--- src/rtl/uart_pkg.sv ---
// Shared types for the UART receive path: parser states, pop handshake
// states, error reason codes and the modulo-256 checksum adder.
package uart_pkg;

  // Frame parser position
  typedef enum logic [1:0] {
    ST_HUNT    = 2'd0,
    ST_LEN     = 2'd1,
    ST_PAYLOAD = 2'd2,
    ST_CSUM    = 2'd3
  } rx_state_e;

  // Pop handshake. POP_FETCH is the strobe cycle. The cycle after it is
  // the wait, with fetch low, while the FIFO head advances.
  typedef enum logic {
    POP_READY = 1'b0,
    POP_FETCH = 1'b1
  } pop_state_e;

  typedef enum logic [1:0] {
    ERR_NONE    = 2'd0,
    ERR_CSUM    = 2'd1,
    ERR_LEN     = 2'd2,
    ERR_TIMEOUT = 2'd3
  } err_code_e;

  // Running checksum wraps at 8 bits.
  function automatic logic [7:0] sum8(input logic [7:0] a, input logic [7:0] b);
    return a + b;
  endfunction

endpackage

--- src/rtl/fifo_popper.sv ---
// Owns the data/data_rdy/fetch handshake with the receive FIFO.
// It presents the head byte as a single-cycle strobe to the parser. A new
// byte is taken at most every other cycle so the FIFO head can advance.
module fifo_popper
  import uart_pkg::*;
(
  input  logic       clk,
  input  logic       rst,
  input  logic [7:0] data,
  input  logic       data_rdy,
  output logic       fetch,
  output logic       byte_stb,
  output logic [7:0] byte_val
);

  pop_state_e pop_q;

  // The byte is consumed on the edge that raises fetch. The parser
  // registers its outputs on that same edge.
  assign byte_stb = (pop_q == POP_READY) && data_rdy;
  assign byte_val = data;
  assign fetch    = (pop_q == POP_FETCH);

  // Hold fetch for exactly one cycle per accepted byte, then re-arm.
  always_ff @(posedge clk or posedge rst) begin
    if (rst) begin
      pop_q <= POP_READY;
    end else if (byte_stb) begin
      pop_q <= POP_FETCH;
    end else begin
      pop_q <= POP_READY;
    end
  end

endmodule

--- src/rtl/uart_frame_rx.sv ---
// Frame parser behind the UART receive FIFO. The frame format is
// SYNC, LEN, LEN payload bytes, CSUM.
// Payload bytes are streamed as they arrive. Each frame ends with a
// frame_ok or frame_err pulse, which downstream uses to commit or discard
// the payload.
module uart_frame_rx
  import uart_pkg::*;
#(
  parameter logic [7:0]  SYNC    = 8'h55,
  parameter int unsigned MAX_LEN = 64,
  parameter int unsigned TIMEOUT = 50000
) (
  input  logic       clk,
  input  logic       rst,
  input  logic [7:0] data,
  input  logic       data_rdy,
  output logic       fetch,
  output logic [7:0] out,
  output logic       out_valid,
  output logic       out_last,
  output logic       frame_ok,
  output logic       frame_err,
  output logic [1:0] err_code
);

  localparam int unsigned   TW     = (TIMEOUT > 0) ? $clog2(TIMEOUT + 1) : 1;
  localparam logic [TW-1:0] TO_LIM = TW'(TIMEOUT);
  localparam logic [7:0]    MAX_L  = 8'(MAX_LEN);

  logic          take;
  logic [7:0]    rx_b;
  rx_state_e     state;
  logic [7:0]    remaining;
  logic [7:0]    sum;
  logic [TW-1:0] to_cnt;
  logic          to_hit;

  function automatic logic [TW-1:0] sat_inc(input logic [TW-1:0] v);
    return (v == TO_LIM) ? v : v + TW'(1);
  endfunction

  fifo_popper u_popper (
    .clk      (clk),
    .rst      (rst),
    .data     (data),
    .data_rdy (data_rdy),
    .fetch    (fetch),
    .byte_stb (take),
    .byte_val (rx_b)
  );

  // The timeout fires on the edge where the idle counter would reach
  // TIMEOUT. A byte arriving on that same edge takes priority.
  assign to_hit = (TIMEOUT != 0) && (state != ST_HUNT) && (sat_inc(to_cnt) == TO_LIM);

  // Parser FSM. All reported outputs are registered on the pop edge.
  always_ff @(posedge clk or posedge rst) begin
    if (rst) begin
      state     <= ST_HUNT;
      remaining <= 8'd0;
      sum       <= 8'd0;
      to_cnt    <= '0;
      out       <= 8'd0;
      out_valid <= 1'b0;
      out_last  <= 1'b0;
      frame_ok  <= 1'b0;
      frame_err <= 1'b0;
      err_code  <= ERR_NONE;
    end else begin
      out_valid <= 1'b0;
      out_last  <= 1'b0;
      frame_ok  <= 1'b0;
      frame_err <= 1'b0;

      if (take || state == ST_HUNT) begin
        to_cnt <= '0;
      end else begin
        to_cnt <= sat_inc(to_cnt);
      end

      if (take) begin
        case (state)
          ST_HUNT: begin
            if (rx_b == SYNC) begin
              state <= ST_LEN;
            end
          end
          ST_LEN: begin
            if (rx_b == 8'd0 || rx_b > MAX_L) begin
              frame_err <= 1'b1;
              err_code  <= ERR_LEN;
              state     <= ST_HUNT;
            end else begin
              sum       <= rx_b;
              remaining <= rx_b;
              state     <= ST_PAYLOAD;
            end
          end
          ST_PAYLOAD: begin
            sum       <= sum8(sum, rx_b);
            out       <= rx_b;
            out_valid <= 1'b1;
            out_last  <= (remaining == 8'd1);
            remaining <= remaining - 8'd1;
            if (remaining == 8'd1) begin
              state <= ST_CSUM;
            end
          end
          ST_CSUM: begin
            if (sum8(sum, rx_b) == 8'd0) begin
              frame_ok <= 1'b1;
              err_code <= ERR_NONE;
            end else begin
              frame_err <= 1'b1;
              err_code  <= ERR_CSUM;
            end
            state <= ST_HUNT;
          end
          default: state <= ST_HUNT;
        endcase
      end else if (to_hit) begin
        frame_err <= 1'b1;
        err_code  <= ERR_TIMEOUT;
        state     <= ST_HUNT;
      end
    end
  end

endmodule

--- config.mk ---
export PLATFORM = sky130hd
export DESIGN_NAME = uart_frame_rx
export DESIGN_NICKNAME = d
export VERILOG_FILES = /design/src/rtl/uart_pkg.sv /design/src/rtl/fifo_popper.sv /design/src/rtl/uart_frame_rx.sv
export SDC_FILE = /design/constraint.sdc
export NUM_CORES = 1
export LEC_CHECK = 0
export CAP_MARGIN = 20
export CORE_AREA = 2 2 73 75
export DETAILED_ROUTE_END_ITERATION = 8
export DIE_AREA = 0 0 75 77
export PLACE_DENSITY_LB_ADDON = 0.1
export SYNTH_ARGS = -nofsm -noshare
export SYNTH_HDL_FRONTEND = slang
export SYNTH_SLANG_ARGS = --single-unit
--- constraint.sdc ---
create_clock -name clk -period 3.6 [get_ports clk]
set_input_delay 0.72 -clock clk [delete_from_list [all_inputs] [get_ports clk]]
set_output_delay 0.72 -clock clk [all_outputs]
set_load 0.01 [all_outputs]
==> results.md, run 1 <==
- Post-DP HPWL: 5260 um
- Fin crit share: 84.3%
- Syn Inst Count: 350
- Gpl congestion: 0.939
- Final hold viol count: 0
- DIE WIDTH: 75 um
- Main flop type after synthesis: dfrtp_1
- Worst path required time: 3.79 ns
- Largest net degree at the start of global routing: 50
- Clk buf depth: 2
- Via density per instance: 5.99
- Power per cell area: 437 nW/um2
- Io pins: 26
- LEAKAGE: 1.43 nW
- CP Cell Sequence: clkdlybuf4s50_1 -> ha_1 -> a211oi_1 -> o211a_1 -> a211oi_1 -> or4_1 -> o21ai_0 -> o211ai_1
- Worst Hold Class: flop to flop
- CTS resizes: 0
- Max cap viols: 0
- Hold_buf cts: 0
- Post-Layout Cell Count: 443
- Unrepaired setup endpoints after global routing: no
- Clock root buffer: clkbuf_8
- Fin util: 69.4%
- Initial DRC count: 159
- Result of the run: completed
- Critical path launch point type: primary input
- PnR worst setup slack: 0.565 ns
- Worst setup EP type: flop
- Launch point of the worst path: data[2]
- Final Net Count: 395
- Rows: 26
- Share of layout cells above drive strength 1: 6.17%
- Crit-path slowest cell: or4_1
- Synth area leader: dfrtp_1
- Post-synth top area share: 40.0%
- Effective utilization at floorplan: 61.5%
- Antenna Cells: 0
- Worst Min Path Start: out[6]
- Max Slew Vio Count: 0
- Top cells by count, synth: nand2_1, dfrtp_1, nor2_1
- Clock Latency Late Sink: 0.30 ns
- Setup-failing EPs final: 0
- CP dominant cell by count: a211oi_1
- Vias post-DR: 2,653
- Reg2reg setup slack: 1.11 ns
- Clk sinks: 49
- Post-Syn Area: 3060 um2
- R2r startpoint: sum[1]
- Number of port buffers: 25
- Global route overflow: 0
- Most frequent cell after synthesis: nand2_1
- Max-slew headroom: 50.1%
- Number of buffers inserted during clock tree synthesis: 5
- WP data arrival: 3.22 ns
- Die footprint: 5780 um2
- Vias in the first global route: 2,603
- Least-Margin Pin Slew: 0.742 ns
- Post-synthesis cell type count: 62
- Buf+Inv Stages, Crit Path: 1
- Post-Syn Nets: 373
- H-tree Lvls: 2
- Post-synth EDFFs: 0
- Yosys reg bits: 49
- ANT nets after route: 0
- Core area: 4980 um2
- Pre-CTS WS: 0.275 ns
- YS warnings: 0
- Antenna violations before repair: 0
- Wire length per cell: 16.1 um
- Fmax achieved: 0.329 GHz
- FFs w/ async S/R, synth: 100%
- Placed insts: 434
- Die Ht: 77 um
- Tot GR Track Use: 27.4%
- Peak VDD IR: 0.000283 V
- Syn-to-layout area delta: 12.8%
- Area contributors post-synth: dfrtp_1, nand2_1, o21ai_0
- CP top delay family: compound AO/OA/AOI/OAI gates
- Largest stage delay on the critical path: 0.57 ns
- Fin crit period: 3.04 ns
- Post-route setup TNS: 0 ns
- Pre-Repair DR Iteration Count: 4
- CTS tree: yes
- Worst hold margin: 0.480 ns
- Max FO, Critical Path: 6
- Clk slew on worst S/H paths: 0.09 ns
- Worst Setup Path Type: primary input to flop
- Register area share after synthesis: 40.0%
- Residual DRC: 0
- Clk_skew: 0.00746 ns
- Global-route wire length before repair: 12,300 um
- Post-CTS setup buffers: 0
- DRT Wirelength: 7150 um
- Post-Synthesis Mean Instance Area: 8.75 um2
cell usage in the layout, fill, tap and decap left out, types with 4 or more instances in the layout:
cell             count
xnor2_1             12
nor2b_1              4
a31oi_1              5
nor3b_1              7
o21a_1               4
and3_1               4
nand3_1             10
clkbuf_8             5
ha_1                11
xor2_1               8
nand2_1             51
nor3_1               6
inv_1               14
dfrtp_1             49
nor2_1              37
a21oi_1              9
o21ai_0             30
clkdlybuf4s50_1     25
nor4_1               7
routing by layer:
metal / part of all wire, % / routed length, um / global-route usage (%)
met4: 2.8 / 197 / 10.5
met5: 0 / 0 / 0
met3: 3.4 / 241 / 5.26
met2: 51 / 3670 / 43.3
met1: 43 / 3050 / 36.7
registers in the layout, indices dropped and copies added (netlist names):
signal          cells
sum                 8
err_code            2
frame_err           1
remaining           8
state               2
to_cnt             16
u_popper.fetch      1
frame_ok            1
out                 8
out_valid           1
out_last            1
cell families after synthesis:
| logic type | after synthesis | synth area share, % |
|---|---|---|
| simple gates | 153 | 25.3 |
| compound gates | 83 | 18.3 |
| flops | 49 | 40.0 |
| buf+inv | 33 | 5.56 |
| xor+xnor | 20 | 5.72 |
| fa+ha+maj | 12 | 5.15 |
final timing paths:
kind,cells past startpoint,end
max,8,err_code[0]
min,2,out[6]
max reg2reg,7,err_code[0]
min reg2reg,2,out[6]
max in group asynchronous,3,to_cnt[5]
min in group asynchronous,2,to_cnt[4]
power breakdown:
part | internal, W | switching (W)
logic | 0.000231 | 0.000277
registers | 0.000624 | 0.0000616
clock network | 0.000139 | 0.000180
total | 0.000993 | 0.000518
through the flow:
stage,total power (W),cell area (um2)
2_1_floorplan,0.00103,3060
3_3_place_gp,0.00118,3340
3_5_place_dp,0.00120,3360
4_1_cts,0.00151,3440
5_1_grt,0.00161,3460
6_report,0.00151,3460
worst register-to-register path, stage by stage, from the launching register on:
cell and delay, ns:
dfrtp_1 0.40, ha_1 0.28, a211oi_1 0.54, o211a_1 0.25
a211oi_1 0.05, or4_1 0.57, o21ai_0 0.18, o211ai_1 0.11
cell type report:
cell class	count	area (um2)
Clock buffer	8	80.1
Fill cell	439	1520
Inverter	17	63.8
Multi-Input combinational cell	268	1670
Sequential cell	49	1230
Tap cell	70	87.6
Timing Repair Buffer	31	324
(Power assumes the default switching activity.)
==> run 2, diff against run 1 <==
- CORE_AREA: 2 2 73 75 -> 2 2 76 78
- DIE_AREA: 0 0 75 77 -> 0 0 78 80
- clock period: 3.6 -> 3.12 ns (I/O delays scaled with it)
==> results.md, run 2 (synthesis results as in run 1) <==
- Result of the run: completed
- Post-Layout Cell Count: 460
- Residual DRC: 0
- Reg2reg setup slack: 0.69 ns
- Hold EP: out[3]
- LEAKAGE: 1.51 nW
- Fin crit share: 93.5%
- CTS resizes: 0
- Fin crit period: 2.92 ns
- PnR worst setup slack: 0.203 ns
- Peak VDD IR: 0.000369 V
- Multi-input gate area: 1670 um2
- Reg with most FFs: to_cnt
- Placed insts: 451
- Fmax achieved: 0.343 GHz
- Clk_skew: 0.00369 ns
- Least-Margin Pin Slew: 0.746 ns
- Worst Setup Path Type: primary input to flop
- Critical path launch point type: primary input
- Clk slew on worst S/H paths: 0.09 ns
- Unrepaired setup endpoints after global routing: no
- Post-CTS setup buffers: 0
- Reg2reg end: err_code[0]
- Worst Hold Class: flop to flop
- Tot Pwr: 0.00181 W
- Number of port buffers: 25
- Initial DRC count: 197
- Antenna violations before repair: 0
- Rows: 27
- Core area: 5410 um2
- Met1 Use GR: 35.0%
- Pre-CTS WS: -0.0862 ns
- Die Ht: 80 um
- Max FO, Critical Path: 6
- Effective utilization at floorplan: 56.7%
- Worst hold margin: 0.481 ns
- Clk sinks: 49
- Wire length per cell: 16.0 um
- WP data arrival: 3.10 ns
- Clock root buffer: clkbuf_8
- DIE WIDTH: 78 um
- Global-route wire length before repair: 12,600 um
- Antenna Cells: 0
- Layer with the highest usage: met2
- Post-DP HPWL: 5510 um
- Largest register FFs: 16
- R2r startpoint: sum[1]
- H-tree Lvls: 2
- Final Net Count: 410
- Max Slew Vio Count: 0
- Worst path required time: 3.31 ns
- Max-slew headroom: 49.8%
- GRT met2 Usage: 42.2%
- Vias post-DR: 2,664
- Io pins: 26
- Gpl congestion: 0.940
- Most common cell after layout, fill and taps aside: nand2_1
- Hold-critical path depth: 2
- CTS tree: yes
- Register area: 1230 um2
- DRT Wirelength: 7360 um
- Syn-to-layout area delta: 16.2%
- Die footprint: 6240 um2
- Global route overflow: 0
- Setup-failing EPs final: 0
- Met3 Track Usage GR: 3.73%
- Clk buf depth: 2
- Largest net degree at the start of global routing: 32
- Via density per instance: 5.79
- Clock Latency Late Sink: 0.30 ns
- Tot GR Track Use: 25.8%
- Worst Min Path Start: out[3]
- Post-route setup TNS: 0 ns
- Power per cell area: 509 nW/um2
- Fillers: 477
- Max cap viols: 0
- Share of layout cells above drive strength 1: 10.6%
- Most frequent cells in the layout: nand2_1, dfrtp_1, nor2_1
- Worst reg2reg path depth: 7
- Worst setup EP type: flop
- Final hold viol count: 0
- Hold_buf cts: 0
- Pre-Repair DR Iteration Count: 4
- Vias in the first global route: 2,558
- Number of buffers inserted during clock tree synthesis: 5
- ANT nets after route: 0
[run 2: routing by layer]
metal	up-vias	part of all wire, %	routed length (um)
li1	1319	-	-
met1	1275	47	3430
met2	57	47	3480
met3	13	4.0	295
met4	0	2.0	149
met5	-	0	0
[run 2: critical path: stages]
cell and delay (ns):
clkdlybuf4s50_1 0.55, ha_1 0.29, a211oi_1 0.50, o211a_1 0.23, a211oi_1 0.05, or4_1 0.58, o21ai_0 0.17, o211ai_1 0.11
[run 2: worst max-delay path by stage]
| stage | startpoint | end | slack [ns] | cells past startpoint |
|---|---|---|---|---|
| CTS | data[2] | err_code[0] | 0.24 | 8 |
| global route | data[2] | err_code[0] | 0.06 | 8 |
| global placement | data[2] | err_code[0] | -0.05 | 8 |
| finish | data[2] | err_code[0] | 0.20 | 8 |
| floorplan | data[5] | remaining[4] | 0.66 | 7 |
| detailed placement | data[2] | err_code[0] | -0.09 | 8 |
[run 2: per-stage QoR]
stage / util [%] / instance area [um2]
2_1_floorplan: - / 3060
3_3_place_gp: 63.9 / 3450
3_5_place_dp: 63.9 / 3450
4_1_cts: 65.7 / 3550
5_1_grt: 65.8 / 3560
6_report: 65.8 / 3560
[run 2: layout make-up]
cell class	count	share of cell area, %
clock buffer	6	2.32
clock inverter	2	0.387
sequential	49	34.5
timing repair buffer	46	11.5
inverter	17	1.79
multi-input combinational	268	47.0
tap	72	2.53
[run 2: where the power goes]
part | switching, W | internal [W]
logic | 0.000329 | 0.000294
registers | 0.0000667 | 0.000720
clock network | 0.000222 | 0.000180
total | 0.000618 | 0.00119
==> run 3, diff against run 2 <==
- CORE_AREA: 2 2 76 78 -> 5 5 100 102
- DIE_AREA: 0 0 78 80 -> 0 0 105 107
==> results.md, run 3 (synthesis results as in run 1) <==
- Worst path required time: 3.30 ns
- CP Cell Sequence: clkdlybuf4s50_1 -> ha_1 -> inv_1 -> fa_1 -> nor2b_1 -> o22ai_1 -> xnor2_1 -> or4_1 -> o21ai_0 -> o211ai_1
- DRT Wirelength: 7700 um
- PnR worst setup slack: 0.260 ns
- Global route overflow: 0
- Setup-failing EPs final: 0
- Pre-Repair DR Iteration Count: 4
- Max Slew Vio Count: 0
- Crit-path slowest cell: clkdlybuf4s50_1
- CP top delay family: simple AND/OR/NAND/NOR gates
- Rows: 35
- Wire length per cell: 15.2 um
- Global-route wire length before repair: 13,300 um
- Number of buffers inserted during clock tree synthesis: 5
- Fillers: 953
- DIE WIDTH: 105 um
- Post-CTS setup buffers: 0
- WP data arrival: 3.04 ns
- Clock Latency Late Sink: 0.30 ns
- Peak VDD IR: 0.000274 V
- Clk slew on worst S/H paths: 0.10 ns
- LEAKAGE: 1.55 nW
- Antenna Cells: 0
- ANT nets after route: 0
- Effective utilization at floorplan: 34.0%
- Reg with most FFs: to_cnt
- Fmax achieved: 0.350 GHz
- Die footprint: 11,200 um2
- Worst hold margin: 0.477 ns
- Pre-CTS WS: -0.0508 ns
- Worst setup EP type: flop
- Seq pwr share: 40.8%
- Most common cell after layout, fill and taps aside: nand2_1
- Fin crit share: 91.7%
- Tot Pwr: 0.00192 W
- Fin crit period: 2.86 ns
- Vias post-DR: 2,615
- Hold_buf cts: 0
- Max cap viols: 0
- Post-DP HPWL: 5710 um
- H-tree Lvls: 2
- Max FO, Critical Path: 3
- Worst Setup Path Type: primary input to flop
- Internal power: 0.00130 W
- Share of layout cells above drive strength 1: 12.4%
- Placed insts: 499
- Final hold viol count: 0
- Via density per instance: 5.16
- Power share of the clock group: 25.2%
- Final Net Count: 418
- Clk sinks: 49
- Largest stage delay on the critical path: 0.48 ns
- Initial DRC count: 121
- Largest register FFs: 16
- Largest net degree at the start of global routing: 50
- Switching share of power: 32.3%
- Result of the run: completed
- Fin util: 40.9%
- Combinational share of power: 34.0%
- Clock root buffer: clkbuf_8
- Buf+Inv Stages, Crit Path: 2
- Clk_skew: 0.00656 ns
- Residual DRC: 0
- Vias in the first global route: 2,550
- Antenna violations before repair: 0
- Most frequent cells in the layout: nand2_1, dfrtp_1, nor2_1
- Syn-to-layout area delta: 20.5%
- Clk buf depth: 2
- Power per cell area: 520 nW/um2
- Core area: 9020 um2
- Number of port buffers: 25
- Sw power: 0.000620 W
- Tot GR Track Use: 14.5%
- Worst Hold Class: flop to flop
- Gpl congestion: 0.827
- Max-slew headroom: 47.3%
- CTS resizes: 0
- CTS tree: yes
- Least-Margin Pin Slew: 0.791 ns
- Critical path launch point type: primary input
- Unrepaired setup endpoints after global routing: no
- Post-Layout Cell Count: 507
- Die Ht: 107 um
- Io pins: 26
[run 3: changes by cell type in the layout (fill, tap and decap cells not counted)]
cell and change:
clkinvlp_4 +1, clkinv_4 -1, bufinv_16 +1, buf_4 +8, clkinv_2 -1
[run 3: final timing paths]
check                             start     endpoint  slack, ns  depth (start not counted)
worst min-delay path             out[7]       out[7]       0.48                          2
max in group asynchronous           rst    to_cnt[9]       1.87                          3
worst max register to register   sum[0]  err_code[0]       0.71                          9
worst min register to register   out[7]       out[7]       0.48                          2
min in group asynchronous           rst       out[6]       0.80                          3
worst max-delay path            data[0]  err_code[0]       0.26                         10
[run 3: cell type report]
class	count	area (um2)	area share [%]
Sequential cell	49	1230	33.2
Timing Repair Buffer	54	468	12.7
Inverter	17	63.8	1.73
Multi-Input combinational cell	268	1670	45.4
Clock buffer	6	82.6	2.24
Clock inverter	2	37.5	1.02
Tap cell	111	139	3.76
[run 3: power groups by stage]
stage	combinational [W]	clock (W)	sequential [W]
3_3_place_gp	0.000659	0	0.000795
4_1_cts	0.000655	0.000515	0.000785
6_report	0.000653	0.000484	0.000785
3_5_place_dp	0.000652	0	0.000797
2_1_floorplan	0.000398	0	0.000793
5_1_grt	0.000734	0.000530	0.000797
[run 3: per-stage QoR]
| step | setup TNS [ns] | instance area, um2 |
|---|---|---|
| floorplan | 0 | 3060 |
| global placement | -0.0102 | 3570 |
| detailed placement | -0.0560 | 3570 |
| CTS | 0 | 3690 |
| global route | 0 | 3690 |
| finish | 0 | 3690 |
[run 3: worst reg2reg max path: stages (launching register included)]
cell and delay (ns):
dfrtp_1 0.36, ha_1 0.20, inv_1 0.07, fa_1 0.40, nor2b_1 0.20, o22ai_1 0.13, xnor2_1 0.15, or4_1 0.47
o21ai_0 0.20, o211ai_1 0.12
[run 3: routing by layer]
layer	vias to the layer above	part of all wire (%)	global-route usage, %
met3	6	4.7	2.41
met5	-	0	0
met4	0	1.1	3.84
li1	1334	-	-
met1	1233	53	22.9
met2	42	41	20.0
